### src/rtl/hilo_muldiv_unit_pkg.sv
// Shared definitions for the iterative HI/LO multiply/divide engine.
package hilo_muldiv_unit_pkg;
   localparam int unsigned WIDTH = 32;
   localparam int unsigned CNT_W = 5;

   typedef enum logic [1:0] {
      OP_MULT  = 2'd0,
      OP_MULTU = 2'd1,
      OP_DIV   = 2'd2,
      OP_DIVU  = 2'd3
   } op_e;

   typedef enum logic [1:0] {
      ST_IDLE  = 2'd0,
      ST_RUN   = 2'd1,
      ST_FIXUP = 2'd2,
      ST_DONE  = 2'd3
   } state_e;

   function automatic logic op_is_div(input op_e op);
      return op[1];
   endfunction

   function automatic logic op_is_signed(input op_e op);
      return ~op[0];
   endfunction
endpackage

### src/rtl/hilo_muldiv_unit_if.sv
// Request/result bundle between the EX stage and the multiply/divide engine.
interface hilo_muldiv_unit_if;
   import hilo_muldiv_unit_pkg::*;

   logic             start;
   op_e              op;
   logic [WIDTH-1:0] a;
   logic [WIDTH-1:0] b;
   logic             flush;
   logic             busy;
   logic             done;
   logic [WIDTH-1:0] hi_out;
   logic [WIDTH-1:0] lo_out;
   logic             div_by_zero;

   modport master (
      output start, op, a, b, flush,
      input  busy, done, hi_out, lo_out, div_by_zero
   );

   modport slave (
      input  start, op, a, b, flush,
      output busy, done, hi_out, lo_out, div_by_zero
   );
endinterface

### src/rtl/muldiv_sign_fix.sv
// Conditional two's-complement negate, used for operand magnitudes and result sign fix-up.
module muldiv_sign_fix #(
   parameter int unsigned W = 32
) (
   input  logic [W-1:0] val,
   input  logic         neg,
   output logic [W-1:0] res_c
);
   assign res_c = neg ? (~val + W'(1)) : val;
endmodule

### src/rtl/hilo_muldiv_unit.sv
// Iterative 32-bit MULT/MULTU/DIV/DIVU engine producing {HI,LO}; one bit per cycle on
// magnitudes, with a sign fix-up cycle before completion.
module hilo_muldiv_unit
   import hilo_muldiv_unit_pkg::*;
(
   input  logic              Clk,
   input  logic              Reset,
   hilo_muldiv_unit_if.slave bus
);
   localparam int unsigned PW = 2 * WIDTH;

   state_e             state_q, state_n;
   logic               accept;
   logic               busy_q, done_q, dbz_q;
   logic [WIDTH-1:0]   hi_q, lo_q;
   logic [PW-1:0]      p_q, p_step;
   logic [WIDTH-1:0]   opnd_q;
   logic [CNT_W-1:0]   cnt_q;
   logic               is_div_q, sa_q, sb_q;

   logic               in_div, in_signed, neg_a, neg_b, div_zero;
   logic [WIDTH-1:0]   abs_a, abs_b, quo_fix, rem_fix;
   logic [PW-1:0]      prod_fix;
   logic [WIDTH:0]     mul_sum, div_shift, div_diff;

   assign in_div    = op_is_div(bus.op);
   assign in_signed = op_is_signed(bus.op);
   assign neg_a     = in_signed & bus.a[WIDTH-1];
   assign neg_b     = in_signed & bus.b[WIDTH-1];
   assign div_zero  = in_div && (bus.b == '0);

   muldiv_sign_fix #(.W(WIDTH)) u_abs_a    (.val(bus.a),            .neg(neg_a),       .res_c(abs_a));
   muldiv_sign_fix #(.W(WIDTH)) u_abs_b    (.val(bus.b),            .neg(neg_b),       .res_c(abs_b));
   muldiv_sign_fix #(.W(PW))    u_fix_prod (.val(p_q),              .neg(sa_q ^ sb_q), .res_c(prod_fix));
   muldiv_sign_fix #(.W(WIDTH)) u_fix_quo  (.val(p_q[WIDTH-1:0]),   .neg(sa_q ^ sb_q), .res_c(quo_fix));
   muldiv_sign_fix #(.W(WIDTH)) u_fix_rem  (.val(p_q[PW-1:WIDTH]),  .neg(sa_q),        .res_c(rem_fix));

   // Next state; Flush overrides everything, including a same-cycle Start.
   always_comb begin
      state_n = state_q;
      accept  = 1'b0;
      if (bus.flush) begin
         state_n = ST_IDLE;
      end else begin
         case (state_q)
            ST_IDLE, ST_DONE: begin
               if (bus.start) begin
                  accept  = 1'b1;
                  state_n = div_zero ? ST_DONE : ST_RUN;
               end else begin
                  state_n = ST_IDLE;
               end
            end
            ST_RUN:   if (cnt_q == CNT_W'(WIDTH - 1)) state_n = ST_FIXUP;
            ST_FIXUP: state_n = ST_DONE;
            default:  state_n = ST_IDLE;
         endcase
      end
   end

   always_ff @(posedge Clk or posedge Reset) begin
      if (Reset) begin
         state_q <= ST_IDLE;
         busy_q  <= 1'b0;
         done_q  <= 1'b0;
      end else begin
         state_q <= state_n;
         busy_q  <= (state_n == ST_RUN) || (state_n == ST_FIXUP);
         done_q  <= (state_n == ST_DONE);
      end
   end

   // Shared 64-bit work register: {acc, multiplier} for multiply, {remainder, quotient} for divide.
   always_comb begin
      mul_sum   = {1'b0, p_q[PW-1:WIDTH]} + {1'b0, opnd_q & {WIDTH{p_q[0]}}};
      div_shift = {p_q[PW-1:WIDTH], p_q[WIDTH-1]};
      div_diff  = div_shift - {1'b0, opnd_q};
      if (is_div_q) begin
         p_step = div_diff[WIDTH] ? {div_shift[WIDTH-1:0], p_q[WIDTH-2:0], 1'b0}
                                  : {div_diff[WIDTH-1:0],  p_q[WIDTH-2:0], 1'b1};
      end else begin
         p_step = {mul_sum, p_q[WIDTH-1:1]};
      end
   end

   always_ff @(posedge Clk or posedge Reset) begin
      if (Reset) begin
         p_q      <= '0;
         opnd_q   <= '0;
         cnt_q    <= '0;
         is_div_q <= 1'b0;
         sa_q     <= 1'b0;
         sb_q     <= 1'b0;
         hi_q     <= '0;
         lo_q     <= '0;
         dbz_q    <= 1'b0;
      end else if (accept) begin
         is_div_q <= in_div;
         sa_q     <= neg_a;
         sb_q     <= neg_b;
         opnd_q   <= in_div ? abs_b : abs_a;
         p_q      <= {{WIDTH{1'b0}}, (in_div ? abs_a : abs_b)};
         cnt_q    <= '0;
         dbz_q    <= div_zero;
         if (div_zero) begin
            hi_q <= bus.a;
            lo_q <= '1;
         end
      end else if (state_q == ST_RUN) begin
         p_q   <= p_step;
         cnt_q <= cnt_q + CNT_W'(1);
      end else if ((state_q == ST_FIXUP) && !bus.flush) begin
         if (is_div_q) begin
            hi_q <= rem_fix;
            lo_q <= quo_fix;
         end else begin
            hi_q <= prod_fix[PW-1:WIDTH];
            lo_q <= prod_fix[WIDTH-1:0];
         end
      end
   end

   assign bus.busy        = busy_q;
   assign bus.done        = done_q;
   assign bus.hi_out      = hi_q;
   assign bus.lo_out      = lo_q;
   assign bus.div_by_zero = dbz_q;
endmodule

### src/flat_wrapper.sv
// flat-port wrapper written by rule: the top's interface ports become plain ports
module hilo_muldiv_unit_flat import hilo_muldiv_unit_pkg::*;
  (Clk, Reset, bus_start, bus_op, bus_a, bus_b, bus_flush, bus_busy, bus_done, bus_hi_out, bus_lo_out, bus_div_by_zero);
  hilo_muldiv_unit_if bus_i ();
  input  logic Clk;
  input  logic Reset;
  input wire logic [$bits(bus_i.start)-1:0] bus_start;
  input wire logic [$bits(bus_i.op)-1:0] bus_op;
  input wire logic [$bits(bus_i.a)-1:0] bus_a;
  input wire logic [$bits(bus_i.b)-1:0] bus_b;
  input wire logic [$bits(bus_i.flush)-1:0] bus_flush;
  output wire logic [$bits(bus_i.busy)-1:0] bus_busy;
  output wire logic [$bits(bus_i.done)-1:0] bus_done;
  output wire logic [$bits(bus_i.hi_out)-1:0] bus_hi_out;
  output wire logic [$bits(bus_i.lo_out)-1:0] bus_lo_out;
  output wire logic [$bits(bus_i.div_by_zero)-1:0] bus_div_by_zero;
  assign bus_i.start = bus_start;
  assign bus_i.op = bus_op;
  assign bus_i.a = bus_a;
  assign bus_i.b = bus_b;
  assign bus_i.flush = bus_flush;
  assign bus_busy = bus_i.busy;
  assign bus_done = bus_i.done;
  assign bus_hi_out = bus_i.hi_out;
  assign bus_lo_out = bus_i.lo_out;
  assign bus_div_by_zero = bus_i.div_by_zero;
  hilo_muldiv_unit u_core (.Clk(Clk), .Reset(Reset), .bus(bus_i));
endmodule
### config.mk
export PLATFORM = sky130hd
export DESIGN_NAME = hilo_muldiv_unit_flat
export DESIGN_NICKNAME = d
export VERILOG_FILES = /design/src/rtl/hilo_muldiv_unit_pkg.sv /design/src/rtl/hilo_muldiv_unit_if.sv /design/src/rtl/muldiv_sign_fix.sv /design/src/rtl/hilo_muldiv_unit.sv /design/src/flat_wrapper.sv
export SDC_FILE = /design/constraint.sdc
export NUM_CORES = 1
export LEC_CHECK = 0
export CORE_ASPECT_RATIO = 0.9
export CORE_MARGIN = 3
export CORE_UTILIZATION = 44
export DETAILED_ROUTE_END_ITERATION = 8
export SLEW_MARGIN = 20
export SYNTH_ARGS = -nofsm -noshare
export SYNTH_HDL_FRONTEND = slang
export SYNTH_HIERARCHICAL = 1
export SYNTH_SLANG_ARGS = --single-unit
### constraint.sdc
create_clock -name Clk -period 10.7 [get_ports Clk]
set_input_delay 2.14 -clock Clk [delete_from_list [all_inputs] [get_ports Clk]]
set_output_delay 2.14 -clock Clk [all_outputs]
set_load 0.01 [all_outputs]
==> out/metrics.yaml <==
run_status:
  outcome: "completed"
synth:
  synth_fa_ha_area_frac: 0.0553
  ys_seq_area_frac: 0.248
  synth_mux_area_frac: 0.106
  synthXorXnorAreaFrac: 0.119
  synth_top_area_frac: 0.248
  synth_area_per_cell_sq_um: 8.53
  synthTopCellsByCount: "214 x xnor2_1, 211 x nand2_1, 191 x o21ai_0"
  synth-seq-cells: 173
  ys.flop_type: "dfrtp_1"
  synth_edf_count: 0
  synth_top_family_by_area: "compound AO/OA/AOI/OAI gates"
  syn_nets: 2194
  synth.area.top_cells: "dfrtp_1 25%, xnor2_1 11%, mux2i_1 10%"
  async_flop_share: 1.00
  synth_area_sq_mm: 0.0175
  synth-compound-area-share: 0.247
  synthSimpleGateAreaFrac: 0.186
  synth_most_common_cell: "xnor2_1"
  synth.distinct_cells: 89
  synth_cells: 2048
  yosysTopAreaCell: "dfrtp_1"
  synth.yosys.warnings: 6
critical_path:
  cpMostUsedCell: "buf_4"
  cp_max_fo: 114
  required_ps: 11090
  cp-start-kind: "input port"
  timing.reg2reg.setup_slack_ps: 6240
  arrival_ps: 5240
  cpPeakStageDelay_ps: 620
  crit_type: "in2reg"
  cp_slowest_cell: "buf_4"
  crit_path_end_kind: "flop"
  critPathTopFamily: "buffers and inverters"
  path_cells: "clkdlybuf4s50_1 -> and3b_2 -> buf_4 -> nand2_1 -> or3_1 -> and2_4 -> buf_4 -> a21oi_1 -> a21o_1"
  cp.buffers_inverters: 3
timing:
  finClkSkew_ps: 14.9
  tns_ps: 0
  hold_viol: 0
  relSlewSlack: 0.277
  slew_viol_final: 0
  fmax_ghz: 0.206
  rsz0062_at_grt: "false"
  tightest_slew_ps: 1080
  post-route-period-util: 0.453
  period_minus_slack_ps: 4850
  setup-violations-final: 0
placed_design:
  gp_congestion: 0.946
  port_buffers: 136
  hpwl_mm: 44.2
  place_inst: 2617
cts:
  cts-root-buf: "clkbuf_16"
  ctsHtreeMaxLevel: 4
  clkSinkCount: 173
  cts.path.max_buffers: 2
  cts_resized: 0
  cts-hold-fix-buffers: 0
  cts_tree: "built"
  postCtsSetupBuffers: 0
  numCtsBuffers: 17
  clk_pin_slew_ps: 70
  clk_latency_ps: 450
finish:
  instances_no_fill: 2648
  n_antenna_cell: 0
  syn_to_final_growth_pct: 13.1
  finalNetCount: 2257
  fill_cells: 3737
  drive_gt1_frac: 0.0716
drt:
  final_antenna_net_count: 0
  post_drt_wl_per_cell_microns: 22.1
  vias: 16328
  routed_via_density: 6.17
  drtIter0Drc: 1752
  first_pass_iters: 5
  drc: 0
  routed_wl_mm: 58.6
die:
  die_h_microns: 195
  die_w_microns: 216
  die_area_sq_mm: 0.0421
  fp-row-count: 68
  coreArea_sq_mm: 0.0388
  initial_utilization: 0.450
  io_pins: 137
grt:
  gr-usage-all-layers: 0.273
  grt_pass1_vias: 15044
  overflow: 0
  grt_max_degree: 115
  antenna_found_initial: 3
  grt_pass1_wl_mm: 91.0
pwr:
  powerDensity_mw_per_mm2: 224
  p_leak_nw: 8.24
  worst_ir_drop_vdd_mv: 0.118
hold_path:
  min_path_type: "reg2reg"
flow_run:
  maxCapViolCount: 0
## final timing paths
check	cells after the start	endpoint	from
max in group asynchronous	3	u_core/p_q[33]	Reset
min in group asynchronous	2	u_core/bus.lo_out[18]	Reset
worst min register to register	1	u_core/bus.lo_out[26]	u_core/bus.lo_out[26]
worst max-delay path	9	u_core/bus.lo_out[24]	bus_flush
worst max register to register	14	u_core/p_q[50]	u_core/p_q[31]
worst min-delay path	1	u_core/bus.lo_out[26]	u_core/bus.lo_out[26]
## worst register-to-register path, cell delays in order, from the launching register on
cell,delay [ps]
dfrtp_1,570
inv_1,160
ha_1,280
fa_1,430
nand2b_1,190
a21o_1,210
a211oi_2,280
a2111oi_4,140
o41ai_4,540
a21oi_2,130
a211oi_4,200
buf_4,540
o22ai_1,180
a311oi_1,390
nor3_1,90
## area by class of cell
type | instances | area [sq um] | share of cell area
Tap cell | 525 | 657 | 0.0332
Clock inverter | 11 | 109 | 0.00551
Sequential cell | 173 | 4330 | 0.219
Multi-Input combinational cell | 1705 | 12500 | 0.631
Clock buffer | 20 | 457 | 0.0231
Timing Repair Buffer | 155 | 1500 | 0.0760
Inverter | 59 | 226 | 0.0115
## flip-flops by register name, summed over array words and instances, names as in the netlist
register                count
u_core/bus.busy             1
u_core/sa_q                 1
u_core/p_q                 64
u_core/bus.done             1
u_core/is_div_q             1
u_core/bus.lo_out          32
u_core/bus.div_by_zero      1
u_core/sb_q                 1
u_core/state_q              2
u_core/opnd_q              32
u_core/cnt_q                5
u_core/bus.hi_out          32
## metal layers
layer / vias up / global-route usage / share of wire
met5: - / 0 / 0.00058
met4: 6 / 0.0861 / 0.032
met3: 88 / 0.0538 / 0.082
met2: 638 / 0.389 / 0.41
met1: 7932 / 0.413 / 0.47
li1: 7664 / - / -
## through the flow
step                hold WS (ps)  setup slack (ps)   util  power (W)  cell area [sq um]
finish                       475              5850  0.509    0.00442              19800
CTS                          480              5880  0.509    0.00440              19800
detailed placement           465              5400  0.495    0.00376              19200
floorplan                    463              3870      -    0.00307              17500
global route                 495              5620  0.509    0.00476              19800
global placement             460              5510  0.495    0.00373              19200
## power breakdown
group | total, W | leakage, nW | switching (W) | internal (W)
logic | 0.00263 | 5.70 | 0.00148 | 0.00115
clock network | 0.000625 | 0.271 | 0.000290 | 0.000334
registers | 0.00117 | 2.27 | 0.000406 | 0.000762
total | 0.00442 | 8.24 | 0.00218 | 0.00224
## kinds of logic after synthesis
kind of cell | count (synthesis)
simple gates | 574
buf+inv | 170
mux | 184
xor+xnor | 237
compound gates | 634
flops | 173
fa+ha+maj | 76
## cell usage in the layout (no fill, tap or decap), drive strengths merged, types with 5 or more instances in the layout
cell,count
o31ai,65
o41ai,53
o211ai,38
xnor2,214
nand3,28
a22oi,15
or3,22
and3,11
and2,37
nand4,21
a211oi,7
mux2i,182
a21oi,126
o221ai,5
nor4,37
or2,12
a31oi,14
nor3,26
nand3b,6
o21a,12
a21o,58
clkbuf,20
nand2b,24
nor2b,14
or2b,8
ha,74
xor2,23
buf,20
nor2,89
clkdlybuf4s50,135
or4,15
o21ai,204
dfrtp,173
nand2,211
inv,62
Note: power is estimated with default switching activity, not from simulation.
